### src/rtl/adc_serial_emulator.sv
//------------------------------------------------------------------------------
// adc_serial_emulator: SAR ADC emulator with BUSY-timed conversion and serial readout
// Revision: 1.0
//------------------------------------------------------------------------------
`default_nettype none

module adc_serial_emulator #(
  parameter int NBITS       = 18,
  parameter int CONV_CYCLES = 40,
  parameter int SCLK_DIV    = 2
) (
  input  logic             clk_i,
  input  logic             rst_i,
  input  logic             cs_i,
  input  logic             cnvst_i,
  input  logic             mode_i,
  input  logic [NBITS-1:0] sample_i,
  input  logic             clr_ovr_i,
  output logic             busy_o,
  output logic             sclk_o,
  output logic             sync_o,
  output logic             sdout_o,
  output logic             done_o,
  output logic             overrun_o
);

  localparam int              HW          = $clog2(2 * NBITS);
  localparam logic [1:0]      S_IDLE      = 2'd0;
  localparam logic [1:0]      S_CONV      = 2'd1;
  localparam logic [1:0]      S_SHIFT     = 2'd2;
  localparam logic [9:0]      C_CONV_LAST = 10'(CONV_CYCLES - 1);
  localparam logic [7:0]      C_DIV_LAST  = 8'(SCLK_DIV - 1);
  localparam logic [HW-1:0]   C_HALF_LAST = HW'(2 * NBITS - 1);

  logic [1:0]       state_q, state_d;
  logic             cnvst_q, arm_q;
  logic [9:0]       cnt_q, cnt_d;
  logic [7:0]       div_q, div_d;
  logic [HW-1:0]    half_q, half_d;
  logic [NBITS-1:0] sh_q, sh_d;
  logic [NBITS-1:0] ramp_q, ramp_d;
  logic             busy_q, busy_d, sclk_q, sclk_d, sync_q, sync_d;
  logic             sdout_q, sdout_d, done_q, done_d, ovr_q, ovr_d;
  logic             w_edge, w_last;

  // arm_q keeps the reset value of cnvst_q from counting as a real high sample
  assign w_edge = cnvst_q & arm_q & ~cnvst_i;
  assign w_last = (div_q == C_DIV_LAST) && (half_q == C_HALF_LAST);

  always_ff @(posedge clk_i) begin
    if (rst_i) begin
      state_q <= S_IDLE;
      cnvst_q <= 1'b1;
      arm_q   <= 1'b0;
      cnt_q   <= '0;
      div_q   <= '0;
      half_q  <= '0;
      sh_q    <= '0;
      ramp_q  <= '0;
      busy_q  <= 1'b0;
      sclk_q  <= 1'b0;
      sync_q  <= 1'b0;
      sdout_q <= 1'b0;
      done_q  <= 1'b0;
      ovr_q   <= 1'b0;
    end else begin
      state_q <= state_d;
      cnvst_q <= cnvst_i;
      arm_q   <= arm_q | cnvst_i;
      cnt_q   <= cnt_d;
      div_q   <= div_d;
      half_q  <= half_d;
      sh_q    <= sh_d;
      ramp_q  <= ramp_d;
      busy_q  <= busy_d;
      sclk_q  <= sclk_d;
      sync_q  <= sync_d;
      sdout_q <= sdout_d;
      done_q  <= done_d;
      ovr_q   <= ovr_d;
    end
  end

  // The DONE cycle is already IDLE but must still reject a new request
  always_comb begin
    state_d = state_q;
    case (state_q)
      S_IDLE:  if (w_edge && !cs_i && !done_q) state_d = S_CONV;
      S_CONV:  if (cs_i) state_d = S_IDLE;
               else if (cnt_q == C_CONV_LAST) state_d = S_SHIFT;
      S_SHIFT: if (cs_i || w_last) state_d = S_IDLE;
      default: state_d = S_IDLE;
    endcase
  end

  always_comb begin
    cnt_d   = cnt_q;
    div_d   = div_q;
    half_d  = half_q;
    sh_d    = sh_q;
    ramp_d  = ramp_q;
    busy_d  = 1'b0;
    sclk_d  = 1'b0;
    sync_d  = 1'b0;
    sdout_d = 1'b0;
    done_d  = 1'b0;
    ovr_d   = ovr_q;
    if (w_edge && (state_q != S_IDLE || done_q)) ovr_d = 1'b1;
    else if (clr_ovr_i) ovr_d = 1'b0;
    case (state_q)
      S_IDLE: begin
        if (state_d == S_CONV) begin
          busy_d = 1'b1;
          cnt_d  = '0;
          sh_d   = mode_i ? ramp_q : sample_i;
        end
      end
      S_CONV: begin
        if (state_d == S_CONV) begin
          busy_d = 1'b1;
          cnt_d  = cnt_q + 10'd1;
        end else if (state_d == S_SHIFT) begin
          sync_d  = 1'b1;
          sdout_d = sh_q[NBITS-1];
          sh_d    = sh_q << 1;
          div_d   = '0;
          half_d  = '0;
        end
      end
      S_SHIFT: begin
        if (state_d == S_SHIFT) begin
          sync_d  = 1'b1;
          sclk_d  = sclk_q;
          sdout_d = sdout_q;
          if (div_q == C_DIV_LAST) begin
            div_d  = '0;
            half_d = half_q + HW'(1);
            sclk_d = ~sclk_q;
            // new data bit only on the SCLK falling edge
            if (sclk_q) begin
              sdout_d = sh_q[NBITS-1];
              sh_d    = sh_q << 1;
            end
          end else begin
            div_d = div_q + 8'd1;
          end
        end else if (!cs_i) begin
          done_d = 1'b1;
          ramp_d = ramp_q + NBITS'(1);
        end
      end
      default: ;
    endcase
  end

  assign busy_o    = busy_q;
  assign sclk_o    = sclk_q;
  assign sync_o    = sync_q;
  assign sdout_o   = sdout_q;
  assign done_o    = done_q;
  assign overrun_o = ovr_q;

endmodule

`default_nettype wire

### config.mk
export PLATFORM = sky130hd
export DESIGN_NAME = adc_serial_emulator
export DESIGN_NICKNAME = d
export VERILOG_FILES = /design/src/rtl/adc_serial_emulator.sv
export SDC_FILE = /design/constraint.sdc
export NUM_CORES = 1
export LEC_CHECK = 0
export CORE_AREA = 2 2 90 92
export DETAILED_ROUTE_END_ITERATION = 7
export DIE_AREA = 0 0 92 94
export HOLD_SLACK_MARGIN = 0.1
export MAX_ROUTING_LAYER = met4
export PLACE_DENSITY = 0.86
export SLEW_MARGIN = 0
export SYNTH_ARGS = -nofsm -noshare
export SYNTH_HDL_FRONTEND = slang
export SYNTH_SLANG_ARGS = --single-unit
### constraint.sdc
create_clock -name clk_i -period 3.15 [get_ports clk_i]
set_input_delay 0.63 -clock clk_i [delete_from_list [all_inputs] [get_ports clk_i]]
set_output_delay 0.63 -clock clk_i [all_outputs]
set_load 0.1 [all_outputs]
Word level (Yosys, flattened, before mapping)
Cells that the tools add are included.
- add/sub/neg operators: 4
- equality and inequality tests: 16
- mux-type cells: 39
- bitwise logic cells: 9
- reductions and logical operators: 24
- operators by type and width (operator ; number):
    $mux 18 ; 7
    $pmux 18 s3 ; 1
    $mux 8 ; 4
    $mux 6 ; 4
    $mux 10 ; 2
    $pmux 10 s2 ; 1
    $add 18x1->18 const B ; 1
    $pmux 8 s2 ; 1
    $ne 2x2->1 const B ; 7
    $pmux 6 s2 ; 1
    $mux 1 ; 11
    $add 10x1->10 const B ; 1
    $eq 10x6->1 const B ; 1
    $add 8x1->8 const B ; 1
    $eq 8x1->1 const B ; 1
    $mux 2 ; 4
    $reduce_bool 2->1 ; 4
    $reduce_and 7->1 ; 1
    $add 6x1->6 const B ; 1
    $eq 6x6->1 const B ; 1
    $ne 3x3->1 const B ; 2
    $not 1->1 ; 6
    $pmux 2 s3 ; 1
    $reduce_and 3->1 ; 2
    15 further kinds ; 26
- bits in registers: 70
- input bits: 24
- output and inout bits: 6
- logic and storage cells: 106

Longest topological paths before layout
- word-level depth: 10
- gate-level depth with buffers: 11
- depth with buffers taken out: 8

Worst setup path after synthesis
OpenSTA, ideal clock, no wires.
- path kind: flip-flop to flip-flop
- from: reg done_q (netlist: done_o)
- to: reg half_q[1]
- setup time: 0.071 ns
- data arrival time: 2.602 ns
- required time: 3.079 ns
- slack: 0.478 ns
- cell stages (with the launch flop): 9
- path buffers: 2
- clock period less this slack: 2.672 ns
- cells stage by stage: dfxtp_1 nor2_1 a31oi_1 or2_2 buf_1 o211ai_1 buf_2 or4_1 a21oi_1
- word-level cells in the longest chain between the ends: 7
- elaborated cells on any way between the ends: 10
- classes of those cells: eq/ne (5); mux (2); reduce/logical (3)
- ends and longest elaborated chain (what ; line ; RTL):
    start, declared ; 43 ; logic sdout_q, sdout_d, done_q, done_d, ovr_q, ovr_d;
    start signal, assigned ; 79 ; done_q <= done_d;
    $logic_not 1->1 * ; 88 ; S_IDLE: if (w_edge && !cs_i && !done_q) state_d = S_CONV;
    $logic_and 1x1->1 * ; 88 ;
    $mux 2 * ; 88 ;
    $pmux 2 s3 * ; 87 ; case (state_q)
    $eq 2x2->1 / $eq 2x1->1 (equally long branches) ; 122, 131, 119 ;
    $ne 2x2->1 (no line) ; - ;
    $reduce_and 5->1 (no line) * ; - ;
    end signal, assigned ; 72 ; half_q <= half_d;
    end, declared ; 39 ; logic [HW-1:0] half_q, half_d;
Every way passes the cells marked *; elsewhere a longest branch is shown, timed or not.
A chain may end at the register's enable or synchronous reset.

Worst setup path in the final report
- from: reg div_q[0]
- to: reg cnt_q[9]
- word-level cells in the longest chain between the ends: 8
- elaborated cells on any way between the ends: 9
- classes of those cells: eq/ne (4); mux (2); reduce/logical (3)
- ends and longest elaborated chain (what ; line ; RTL):
    start, declared ; 38 ; logic [7:0] div_q, div_d;
    start signal, assigned ; 71 ; div_q <= div_d;
    $eq 8x1->1 * ; 48 ; assign w_last = (div_q == C_DIV_LAST) && (half_q == C_HALF_LAST);
    $logic_and 1x1->1 * ; 48 ;
    $logic_or 1x1->1 * ; 91 ; S_SHIFT: if (cs_i || w_last) state_d = S_IDLE;
    $mux 2 * ; 91 ;
    $pmux 2 s3 * ; 87 ;
    $eq 2x1->1 * ; 112, 119 ;
    $ne 2x2->1 (no line) ; - ;
    $reduce_and 3->1 (no line) * ; - ;
    end signal, assigned ; 70 ; cnt_q <= cnt_d;
    end, declared ; 37 ; logic [9:0] cnt_q, cnt_d;
Marked as above.

==> flow_metrics.py <==
metrics = {
    "setup_path": {
        "ff2ff_setup_slack_ns": 0.22,
        "cp.buffers_inverters": 1,
        "nature_of_the_critical_path_startpoint": "flop",
        "worst-path-stages": 8,
        "critical_path.endpoint_type": "flop",
        "critical_path.top_delay_family": "simple AND/OR/NAND/NOR gates",
        "wp_data_arrival_ns": 3.23,
        "timing.critical_path.fanout_max": 8,
        "capture_point_of_the_worst_reg_to_reg_path": "cnt_q[9]",
        "cell_breakdown_of_the_critical_path": "ha_1 -> nor4b_4 -> nand4_1 -> a221oi_4 -> buf_4 -> a2111o_1 -> nor2b_1 -> a221o_1",
        "crit_type": "flop to flop",
        "worst_r2r_startpoint": "div_q[0]",
        "worst_ep_required_time_ns": 3.45,
        "critical_path.max_stage_delay_ns": 0.53,
        "reg2regPathDepth": 8,
        "cpMaxStageDelayCell": "nor2b_1",
    },
    "drt": {
        "wire_length_after_detailed_routing_mm": 11.2,
        "dr.pass1.iters": 5,
        "route.vias.total": 4407,
        "vias_per_cell": 6.58,
        "antenna_violating_nets_post_route": 0,
        "drcViolationCount": 0,
        "detail_route.wl_per_cell_um": 16.7,
        "drt_iter0_drcs": 421,
    },
    "timing": {
        "timing.max_slew.rel_slack_pct": 56.1,
        "final.setup_skew_ns": 0.0151,
        "worst_tran_pin_value_ns": 0.659,
        "fin_setup_tns_ns": 0,
        "timing.final.crit_share_pct": 93.0,
        "fmax_achieved_mhz": 341,
        "time_the_final_worst_path_needs_with_i_o_delays_and_setup_ns": 2.93,
        "finalHoldViolations": 0,
        "final-setup-viol-count": 0,
        "grt_setup_unrepaired": "no",
        "slew_violations": 0,
    },
    "global_route": {
        "grt_pass1_wl_mm": 18.7,
        "vias_in_the_first_global_route": 3978,
        "globalRouteTotalUtil_pct": 27.3,
        "largest_net_degree_at_the_start_of_global_routing": 55,
        "globalRouteOverflowTotal": 0,
        "antenna_violations_before_repair": 0,
    },
    "power": {
        "peakVddDrop_mv": 0.310,
        "total_leakage_power_nw": 1.82,
        "p_per_area_nw_per_um2": 366,
    },
    "floorplanning": {
        "floorplan.io_pins": 30,
        "die_width_um": 92,
        "core_um2": 7610,
        "floorplan.rows": 32,
        "die_height_um": 94,
        "initial_utilization_pct": 58.8,
        "die_area_um2": 8650,
    },
    "layout": {
        "insertedDiodeCount": 0,
        "fin_area_um2": 5110,
        "area_growth_pct": 14.2,
        "drive_gt1_share_pct": 10.4,
        "total_nets_final": 596,
    },
    "min_path": {
        "worstHoldPathType": "flop to flop",
        "worstHoldPathCells": 2,
        "timing.hold.worst.start": "arm_q",
        "hold_path_end": "arm_q",
    },
    "logic_synthesis": {
        "postSynthCellCount": 550,
        "avgSynthCellArea_um2": 8.14,
        "synth-main-ff-cell": "dfxtp_1",
        "number_of_synthesized_flops_with_an_enable_pin": 0,
        "ys_seq_elements": 70,
        "yosys-top-cells-area": "dfxtp_1 (31%), nand4_1 (6.2%), a21oi_1 (5.5%)",
        "seq_area_frac_synth_pct": 31.3,
        "async_reset_ff_share_pct": 0,
        "synth.cell_area_um2": 4480,
        "synth-warning-count": 0,
        "netlist.top_cell.by_area": "dfxtp_1",
        "post_synth_num_cell_types": 52,
        "synth.net_count": 583,
        "area_fraction_of_the_dominant_cell_type_after_synthesis_pct": 31.3,
    },
    "clock_network": {
        "clk-insertion-delay-late_ns": 0.36,
        "ctsHoldBuffers": 0,
        "path_clk_slew_ns": 0.09,
        "cts.sink_count": 70,
        "ctsRootBufferMaster": "clkbuf_8",
        "cts_repair_resize_count": 0,
        "cts.htree.levels": 3,
        "cts_post_setup_buffers_inserted": 0,
        "cts_inserted_buffers": 9,
        "cts_max_path_buffers": 2,
        "cts_tree": "done",
    },
    "flow_run": {
        "number_of_max_cap_violations": 0,
    },
    "place": {
        "placed_area_um2": 4890,
        "place_congestion": 1.03,
        "detailedPlacementHpwl_mm": 7.53,
        "port_buffers": 29,
    },
    "run_status": {
        "run_status": "finished clean",
    },
}
-- through the flow --
step	setup WS (ns)	instances	util, %	power, W	hold slack (ns)
floorplan	0.478	550	-	0.00103	0.431
global placement	0.132	654	64.3	0.00109	0.449
global route	0.0637	670	67.2	0.00193	0.512
detailed placement	0.0382	654	64.3	0.00109	0.467
finish	0.221	670	67.2	0.00187	0.474
CTS	0.244	670	67.2	0.00188	0.484
-- how the worst max path moves through the flow --
stage	slack (ns)	start	end
after floorplan	0.48	done_o	half_q[1]
after global placement	0.13	cnvst_i	cnt_q[5]
after detailed placement	0.04	cnvst_i	cnt_q[9]
after CTS	0.24	div_q[0]	cnt_q[9]
after global routing	0.06	div_q[0]	cnt_q[7]
final	0.22	div_q[0]	cnt_q[9]
-- cell families (layout without fill, tap and decap cells) --
logic type,count (synthesis),in the layout,synth area share [%]
fa+ha+maj,9,9,2.52
xor+xnor,1,1,0.196
simple gates,257,257,34.1
buf+inv,60,78,5.17
compound gates,127,127,20.8
flops,70,70,31.3
mux,26,26,5.90
-- tightest hold or removal path: stages, from the launching register on --
cell	delay, ns
dfxtp_1	0.33
nor2_1	0.05
nor2_1	0.07
-- area by class of cell --
type / count / area, um^2
clock buffers: 11 / 151
clock inverters: 5 / 63.8
fillers: 623 / 2500
inverters: 13 / 48.8
multi-input cells: 420 / 2860
flip-flops and latches: 70 / 1400
well taps: 102 / 128
repair buffers: 49 / 458
-- report_power, final --
part	total [W]	internal [W]	switching [W]
clock network	0.000792	0.000416	0.000376
logic	0.000178	0.0000745	0.000104
registers	0.000899	0.000893	0.00000631
total	0.00187	0.00138	0.000486
-- flip-flops by register name, summed over array words and instances (netlist names) --
| register | flops |
|---|---|
| arm_q | 1 |
| sdout_o | 1 |
| sh_q | 18 |
| sync_o | 1 |
| state_q | 2 |
| half_q | 6 |
| cnvst_q | 1 |
| sclk_o | 1 |
| cnt_q | 10 |
| div_q | 8 |
| done_o | 1 |
| overrun_o | 1 |
| busy_o | 1 |
| ramp_q | 18 |
-- layout by cell type, fill, tap and decap left out, types with 3 or more instances in the layout --
master	synthesis	final
clkdlybuf4s50_1	0	22
and3_1	10	10
dfxtp_1	70	70
and4_1	3	3
ha_1	9	9
nand4b_1	19	19
nor2b_1	24	24
nand2_1	20	20
a211o_1	21	21
o31ai_1	13	13
clkbuf_8	0	11
buf_4	0	23
nand3b_1	5	5
a2111o_1	4	4
nor2_1	41	41
or4_1	15	15
nor3_1	7	7
buf_12	0	3
nand2b_1	3	3
mux2i_1	23	23
nor3b_1	4	4
nand4_1	44	44
a21oi_1	49	49
or2_2	6	6
nor4_1	3	3
inv_1	13	13
mux2_2	3	3
nand3_1	23	23
a221o_1	6	6
o21ai_0	8	8
a31oi_1	3	3
or3_1	26	26
-- routing by layer --
metal / global-route usage [%] / vias up / wire length (um)
li1: - / 2135 / -
met1: 36.4 / 2108 / 5120
met2: 41.7 / 147 / 5280
met3: 5.78 / 17 / 607
met4: 8.58 / 0 / 158
met5: - / - / 0
-- cells in the mapped netlist, drive strengths merged (4+ instances only) --
| library cell | count |
|---|---|
| dfxtp | 70 |
| a21oi | 49 |
| nand4 | 44 |
| nor2 | 41 |
| clkbuf | 35 |
| or3 | 26 |
| nor2b | 24 |
| mux2i | 23 |
| nand3 | 23 |
| a211o | 21 |
| nand2 | 20 |
| nand4b | 19 |
| or4 | 15 |
| inv | 13 |
| o31ai | 13 |
| buf | 12 |
| and3 | 10 |
| ha | 9 |
| o21ai | 9 |
| nor3 | 7 |
| a221o | 6 |
| or2 | 6 |
| nand3b | 5 |
| o2111ai | 5 |
| a2111o | 4 |
| nor3b | 4 |
No activity file was read; power rests on OpenSTA's default activity.
